`config.mk`:
```
export PLATFORM = sky130hd
export DESIGN_NAME = fifo_to_com
export DESIGN_NICKNAME = d
export VERILOG_FILES = /design/src/rtl/fifo_to_com_pkg.sv /design/src/rtl/fifo_to_com_uart_tx_core.sv /design/src/rtl/fifo_to_com.sv
export SDC_FILE = /design/constraint.sdc
export NUM_CORES = 1
export LEC_CHECK = 0
export ABC_CLOCK_PERIOD_IN_PS = 3700
export CORE_MARGIN = 3
export CORE_UTILIZATION = 30
export DETAILED_ROUTE_END_ITERATION = 8
export HOLD_SLACK_MARGIN = 0.02
export PLACE_DENSITY_LB_ADDON = 0.15
export SYNTH_ARGS = -nofsm -noshare
export SYNTH_HDL_FRONTEND = slang
export SYNTH_SLANG_ARGS = --single-unit
```
`constraint.sdc`:
```
create_clock -name clk -period 3.7 [get_ports clk]
set_clock_uncertainty 0.2 [all_clocks]
set_input_delay 0.37 -clock clk [delete_from_list [all_inputs] [get_ports clk]]
set_output_delay 0.37 -clock clk [all_outputs]
set_load 0.02 [all_outputs]
```
`src/rtl/fifo_to_com_pkg.sv`:
```
// ============================================================================
// Module   : fifo_to_com_pkg
// Brief    : Shared types, frame constants and the serial CRC8 step for the
//            FIFO-to-UART transmit path.
// Revision : 1.0
// ============================================================================
`default_nettype none

package fifo_to_com_pkg;

    typedef enum logic [2:0] {
        ST_IDLE  = 3'd0,
        ST_READ  = 3'd1,
        ST_START = 3'd2,
        ST_DATA  = 3'd3,
        ST_STOP  = 3'd4,
        ST_CRC   = 3'd5,
        ST_FIN   = 3'd6
    } state_t;

    localparam logic [7:0] CRC_INIT   = 8'h00;
    localparam int         DATA_BITS  = 8;
    localparam int         FRAME_BITS = 10;

    // One MSB-first bit of the serial CRC8 register.
    function automatic logic [7:0] crc8_step(input logic [7:0] crc_in,
                                             input logic       data_bit,
                                             input logic [7:0] poly);
        logic fb;
        fb = crc_in[7] ^ data_bit;
        return {crc_in[6:0], 1'b0} ^ (fb ? poly : 8'h00);
    endfunction

endpackage

`default_nettype wire

```
`src/rtl/fifo_to_com_uart_tx_core.sv`:
```
// ============================================================================
// Module   : fifo_to_com_uart_tx_core
// Brief    : 8N1 UART serialiser: baud counter, frame shift register, tx pin.
// Revision : 1.0
// ============================================================================
`default_nettype none

module fifo_to_com_uart_tx_core
    import fifo_to_com_pkg::*;
#(
    parameter int CLKS_PER_BIT = 5208
) (
    input  logic       clk,
    input  logic       reset,
    input  logic       start,
    input  logic [7:0] byte_in,
    output logic       tx,
    output logic       bit_done,
    output logic       frame_done,
    output logic [3:0] bit_index
);

    localparam logic [15:0] BAUD_LAST = 16'(CLKS_PER_BIT - 1);
    localparam logic [3:0]  LAST_BIT  = 4'(FRAME_BITS - 1);

    logic [FRAME_BITS-1:0] frame;
    logic [15:0]           baud_cnt;
    logic [3:0]            bit_cnt;
    logic                  active;

    // The frame register refills with ones as it shifts, so tx rests high.
    always_ff @(posedge clk) begin
        if (reset) begin
            frame    <= '1;
            baud_cnt <= '0;
            bit_cnt  <= '0;
            active   <= 1'b0;
        end else if (start) begin
            frame    <= {1'b1, byte_in, 1'b0};
            baud_cnt <= '0;
            bit_cnt  <= '0;
            active   <= 1'b1;
        end else if (active) begin
            if (baud_cnt == BAUD_LAST) begin
                baud_cnt <= '0;
                frame    <= {1'b1, frame[FRAME_BITS-1:1]};
                if (bit_cnt == LAST_BIT) begin
                    bit_cnt <= '0;
                    active  <= 1'b0;
                end else begin
                    bit_cnt <= bit_cnt + 4'd1;
                end
            end else begin
                baud_cnt <= baud_cnt + 16'd1;
            end
        end
    end

    assign tx         = frame[0];
    assign bit_done   = active && (baud_cnt == BAUD_LAST);
    assign frame_done = bit_done && (bit_cnt == LAST_BIT);
    assign bit_index  = bit_cnt;

endmodule

`default_nettype wire

```
`src/rtl/fifo_to_com.sv`:
```
// ============================================================================
// Module   : fifo_to_com
// Brief    : Pops TX FIFO bytes, sends each as an 8N1 frame and folds it into
//            a running CRC8. FIFO_TO_COM_CRC_APPEND_EN adds CRC-byte sending.
// Revision : 1.0
// ============================================================================
`default_nettype none

module fifo_to_com
    import fifo_to_com_pkg::*;
#(
    parameter int         CLKS_PER_BIT = 5208,
    parameter logic [7:0] CRC_POLY     = 8'h07
) (
    input  logic       clk,
    input  logic       reset,
    input  logic       enable,
    input  logic       fifo_empty,
    input  logic [7:0] fifo_data_in,
    output logic       fifo_re,
    input  logic       send_crc,
    output logic       tx,
    output logic       busy,
    output logic       done,
    output logic [7:0] crc,
    output logic [2:0] state
);

    state_t     state_q;
    state_t     next_state;
    logic [7:0] shift_reg;
    logic [2:0] crc_cnt;
    logic       append_mode;
    logic       append_go;
    logic       core_start;
    logic [7:0] core_byte;
    logic       bit_done;
    logic       frame_done;
    logic [3:0] bit_index;

`ifdef FIFO_TO_COM_CRC_APPEND_EN
    // FIFO data always wins over a CRC request.
    assign append_go = (state_q == ST_IDLE) && enable && fifo_empty && send_crc;
`else
    logic unused_send_crc;
    assign unused_send_crc = send_crc;
    assign append_go       = 1'b0;
`endif

    always_comb begin
        next_state = state_q;
        fifo_re    = 1'b0;
        core_start = 1'b0;
        core_byte  = fifo_data_in;
        case (state_q)
            ST_IDLE: begin
                if (enable && !fifo_empty) begin
                    fifo_re    = 1'b1;
                    next_state = ST_READ;
                end else if (append_go) begin
                    core_start = 1'b1;
                    core_byte  = crc;
                    next_state = ST_START;
                end
            end
            ST_READ: begin
                core_start = 1'b1;
                next_state = ST_START;
            end
            ST_START: if (bit_done) next_state = ST_DATA;
            ST_DATA:  if (bit_done && (bit_index == 4'(DATA_BITS))) next_state = ST_STOP;
            ST_STOP:  if (frame_done) next_state = append_mode ? ST_FIN : ST_CRC;
            ST_CRC:   if (crc_cnt == 3'd7) next_state = ST_FIN;
            ST_FIN:   next_state = ST_IDLE;
            default:  next_state = ST_IDLE;
        endcase
    end

    always_ff @(posedge clk) begin
        if (reset) begin
            state_q     <= ST_IDLE;
            shift_reg   <= '0;
            crc         <= CRC_INIT;
            crc_cnt     <= '0;
            append_mode <= 1'b0;
        end else begin
            state_q <= next_state;
            if (append_go) begin
                shift_reg   <= crc;
                crc         <= CRC_INIT;
                append_mode <= 1'b1;
            end
            if (state_q == ST_READ) begin
                shift_reg   <= fifo_data_in;
                append_mode <= 1'b0;
            end
            // CRC walks the latched byte MSB first, one bit per cycle.
            if (state_q == ST_CRC) begin
                crc     <= crc8_step(crc, shift_reg[3'd7 - crc_cnt], CRC_POLY);
                crc_cnt <= crc_cnt + 3'd1;
            end
        end
    end

    fifo_to_com_uart_tx_core #(
        .CLKS_PER_BIT (CLKS_PER_BIT)
    ) u_uart_tx_core (
        .clk        (clk),
        .reset      (reset),
        .start      (core_start),
        .byte_in    (core_byte),
        .tx         (tx),
        .bit_done   (bit_done),
        .frame_done (frame_done),
        .bit_index  (bit_index)
    );

    assign busy  = (state_q != ST_IDLE);
    assign done  = (state_q == ST_FIN);
    assign state = state_q;

endmodule

`default_nettype wire

```
Word level (Yosys, flattened, before mapping)
Index checks and enable logic that the tools add are counted.
{ "totals": {"word_cells": 64, "out_inout_bits": 15, "in_bits": 13, "ff_bits": 52} }
{ "classes": {"addsub": 4, "magnitude_cmp": 1, "n_reduce_logical": 13, "muxes": 21, "n_eq_ne": 15, "bitwise_logic": 2} }
{ "ops": {"columns": ["op", "count"], "rows": [
  ["two-way mux 9 bit", 3],
  ["two-way mux 3 bit", 6],
  ["case mux 3 bit (6 select lines)", 1],
  ["adder 16 x 1 -> 16 bit (second input constant)", 1],
  ["equality test 16 x 13 -> 1 bit (second input constant)", 1],
  ["two-way mux 16 bit", 1],
  ["equality test 3 bit (second input constant)", 4],
  ["!= test 2 bit (second input constant)", 5],
  ["equality test 4 bit (second input constant)", 2],
  ["two-way mux 1 bit", 8],
  ["XOR 8 x 3 -> 8 bit", 1],
  ["equality test 3 x 2 -> 1 bit (second input constant)", 2],
  ["AND reduction 5 bit", 1],
  ["adder 4 x 1 -> 4 bit (second input constant)", 1],
  ["logical AND 1 bit", 4],
  ["< comparator 3 x 4 -> 1 bit (second input constant)", 1],
  ["two-way mux 4 bit", 1],
  ["AND reduction 2 bit", 2],
  ["nonzero test 2 bit", 2],
  ["adder 3 x 1 -> 3 bit (second input constant)", 1],
  ["binary-select mux 1 bit (select 3 bit)", 1],
  ["equality test 3 x 1 -> 1 bit (second input constant)", 1],
  ["zero test 3 bit", 1],
  ["nonzero test 3 bit", 1],
  ["other kinds (4)", 4]
]} }

Longest topological paths before layout
{ "logic_depth": {"depth_word": 6, "mapped_depth": 7, "depth_no_buf": 6} }

Modules after synthesis
Synthesis repeated with hierarchy kept, for this count alone.
{ "hier_totals": {"hier_cells": 283, "area_unflattened_um2": 2499.9} }
{ "by_module_without_submodules": {"columns": ["module", "area_per_inst_um2", "cells_per_inst", "instances", "seq_area_each_um2"], "rows": [
  ["fifo_to_com_uart_tx_core", 1475.2, 167, 1, 600.6],
  ["fifo_to_com", 1024.7, 116, 1, 440.4]
]} }

Worst setup path before layout
OpenSTA, ideal clock, no wires.
{ "synth_timing": {"kind": "register to output", "startpoint": "register state_q[0], in the netlist state[0]", "endpoint": "output port fifo_re", "slack_ns": 1.726, "path_buffers": 1, "path_stages_with_launch": 4, "t_required_ns": 3.130, "arrival_ns": 1.404, "cell_sequence": "dfxtp_1 > clkbuf_1 > or3_1 > nor2_1"} }
{ "synth_via": {"elab_chain_cells": 2} }
{ "synth_lines": {"columns": ["item", "line_no", "source"], "rows": [
  ["start: declaration", "fifo_to_com.sv:29", "state_t state_q;"],
  ["start signal: assignment", "fifo_to_com.sv:87", "state_q <= next_state;"],
  ["zero test 3 bit", "fifo_to_com.sv:55", "case (state_q)"],
  ["two-way mux 1 bit", "fifo_to_com.sv:55", null],
  ["end: declaration", "fifo_to_com.sv:20", "output logic fifo_re,"]
]} }
Every way passes these cells.

Final worst setup path
Ends and elaborated chain as after synthesis.

==> run summary <==
Placeable core area: 7450 um^2
Commonest cells in the netlist: dfxtp_1, nand2_1, nor2_1
Net switching component of the power: 0.000296 W
Final weighted congestion in routability-driven placement: 0.749
Kind of start point of the critical path: flip-flop
Worst R2R Setup Slack: 1.43 ns
Hold Buf Count CTS: 0
Endpoint of the lowest-slack register-to-register path: u_uart_tx_core.baud_cnt[10]
Vias in the first global route: 1678
Count of instances resized after the clock tree is built: 0
Total vias in the final route: 1852
Multiplexer area fraction after synthesis: 6.68%
Synth area leaders: dfxtp_1, nand2_1, nor2_1
Largest net degree at the start of global routing: 29
Flip-flop and latch count after synthesis: 52
Largest registers: u_uart_tx_core.baud_cnt (16), u_uart_tx_core.frame (9)
Result of the run: finished, final reports clean
Combinational family with the most area after synthesis: simple AND/OR/NAND/NOR gates
Slowest stage cell on the critical path: clkdlybuf4s50_1
Path class of the lowest-slack min-delay path: flip-flop to flip-flop
Routed wire per std cell: 12.3 um
Setup CP Type: flip-flop to primary output
Residual DRC: 0
Wire length of the first global-routing pass: 8.07 mm
Die Height: 94.7 um
Max Transition Viols Final: 0
Origin of the critical flop-to-flop path: state[0]
Detailed-routing iteration count for the pre-antenna-repair pass: 4
Top achievable clock speed: 0.411 GHz
Reported max-cap violation count: 0
DR iter-0 viols: 96
Inserted Diodes: 0
H-Tree Level Count: 2
Cell Pwr Density: 387 nW/um^2
Library cell occupying the most area in the post-synthesis netlist: dfxtp_1
PnR Total Power: 0.00108 W
Hold path endpoint: shift_reg[4]
Transition time at the pin with the least slew margin: 1.06 ns
Portion of the clock cycle consumed by the worst path in the final layout: 65.7%
Sequential area share after synthesis: 44.1%
Total of warnings raised by yosys: 0
Cell area after synthesis: 2360 um^2
Simple logic cell fraction of the synthesized area: 25.9%
Area Growth Syn to Fin: 18.0%
Distinct cells, synth: 48
Critical path capture point type: primary output
Hold violation count in the final report: 0
Main synth FF type: dfxtp_1
Final sum of negative setup slack: 0 ns
Overall die width: 94.7 um
Worst min-delay path startpoint: shift_reg[4]
Boundary Pins: 28
Yosys top cell area share: 44.1%
Fraction of the mapped netlist area in adder cells: 1.59%
Power share of the sequential group: 56.4%
Total wire length: 4.83 mm
Cell leakage power: 0.924 nW
Xor and xnor area share after synthesis: 8.11%
Shortest period the worst path allows: 2.43 ns
Net switching share of the total power: 27.4%
TritonCTS clock tree: done
Cells along the critical path: or3_1, nor2_1, clkdlybuf4s50_1
Number of cells on the worst hold path: 2
Synth Area per Inst: 8.74 um^2
Critical Path Max Stage Delay: 0.60 ns
Post-synth net total: 286
Maximum ir drop on the vdd rail: 0.000145 V
Number of buffers added by the clock tree synthesis step: 5
Number of fillers in the final layout: 794
Half-perimeter wire length after detailed placement: 3.41 mm
Antenna-violating nets left: 0
FFs w/ async S/R, synth: 0%
Share of power burned in combinational logic: 12.9%
Register with the most flip-flops: u_uart_tx_core.baud_cnt
Port buffer count: 26
Area of all placed cells without fillers: 2780 um^2
Data required time at the worst endpoint: 3.13 ns
Clk slew on worst S/H paths: 0.09 ns
Number of antenna violations at the first check in global routing: 0
Area post-placement: 2690 um^2
Final global-route overflow total: 0
Number of synthesized flops with an enable pin: 0
Aggregate global-route resource usage: 11.4%
Clk Latency, worst-skew pair: 0.31 ns
Net total in the final layout: 309
Number of standard cells after synthesis: 270
Number of vias per cell: 4.71
Initial core utilization: 31.7%
Die area: 8970 um^2
Number of sinks driven by the clock tree: 52
Root Buffer: clkbuf_8
Pint: 0.000783 W
Post CTS Setup Buffer Count: 0
Relative slew slack: 29.0%
Cells on worst reg2reg path: 5
Synth Area in Compound Gates: 10.3%
Number of failing setup endpoints in the final timing report: 0
Worst-case clock buffer depth: 2
Layout cell share with drive strength beyond 1: 9.18%
Worst-path fanout max: 12
Max FFs per register: 16
Fraction of power consumed by the clock network: 30.7%
CP Data Arrival Time: 1.86 ns
Cell row count: 31
Cell with the most instances after synthesis: dfxtp_1
Unrepaired setup endpoints after global routing: no
## cells in the final DEF, fill, tap and decap left out, drive strengths merged, types with 3 or more instances in the layout
master,count
nand2,43
mux2i,10
clkdlybuf4s50,26
clkbuf,5
inv,4
nor2,38
ha,3
o21ai,8
a21oi,26
nand3,6
xnor2,10
xor2,11
dfxtp,52
nand4,8
nor3,12
## stage by stage
stage | worst slack, ns | util, % | std cells | hold slack (ns)
floorplan | 1.73 | - | 270 | 0.233
CTS | 1.26 | 37.4 | 393 | 0.261
finish | 1.27 | 37.4 | 393 | 0.259
detailed placement | 1.33 | 36.2 | 385 | 0.247
global placement | 1.34 | 36.2 | 385 | 0.242
global route | 1.15 | 37.4 | 393 | 0.283
## kinds of logic after synthesis
family,count (synthesis)
simple gates,125
flops,52
compound gates,42
xor+xnor,21
buf+inv,15
mux,12
fa+ha+maj,3
## per-layer routing
layer  GRT usage, %  part of all wire [%]  wire length, um
met2           16.7                    41             2000
met5              0                     0                0
met1           16.3                    53             2570
met4           3.97                   1.5               73
met3           2.63                   3.8              185
## power by group through the flow
stage	Sequential [W]	Combinational, W	Clock, W
2_1_floorplan	0.000614	0.0000984	0
3_3_place_gp	0.000621	0.000141	0
3_5_place_dp	0.000621	0.000142	0
6_report	0.000608	0.000140	0.000331
4_1_cts	0.000609	0.000143	0.000347
5_1_grt	0.000613	0.000156	0.000368
## area by class of cell
class,count,area [um^2],share of cell area (%)
multi-input cells,203,1240,44.6
flip-flops and latches,52,1040,37.4
repair buffers,28,275,9.89
well taps,99,124,4.45
clock buffers,5,68.8,2.47
clock inverters,3,21.3,0.764
inverters,3,11.3,0.404
## worst max-delay path, delay by kind of cell (launching register included)
kind	cells	cell delay [ns]
buffers and inverters	1	0.60
flip-flops	1	0.43
AND/OR/NAND/NOR	2	0.53
## worst max path at each step
stage / start / endpoint / slack, ns / cells past startpoint
floorplan: state[0] / fifo_re / 1.73 / 3
global placement: reset / u_uart_tx_core.baud_cnt[10] / 1.34 / 4
detailed placement: reset / u_uart_tx_core.baud_cnt[10] / 1.33 / 4
CTS: state[0] / fifo_re / 1.26 / 3
global route: state[1] / u_uart_tx_core.baud_cnt[10] / 1.15 / 5
finish: state[0] / fifo_re / 1.27 / 3
No activity file was read; power rests on OpenSTA's default activity.
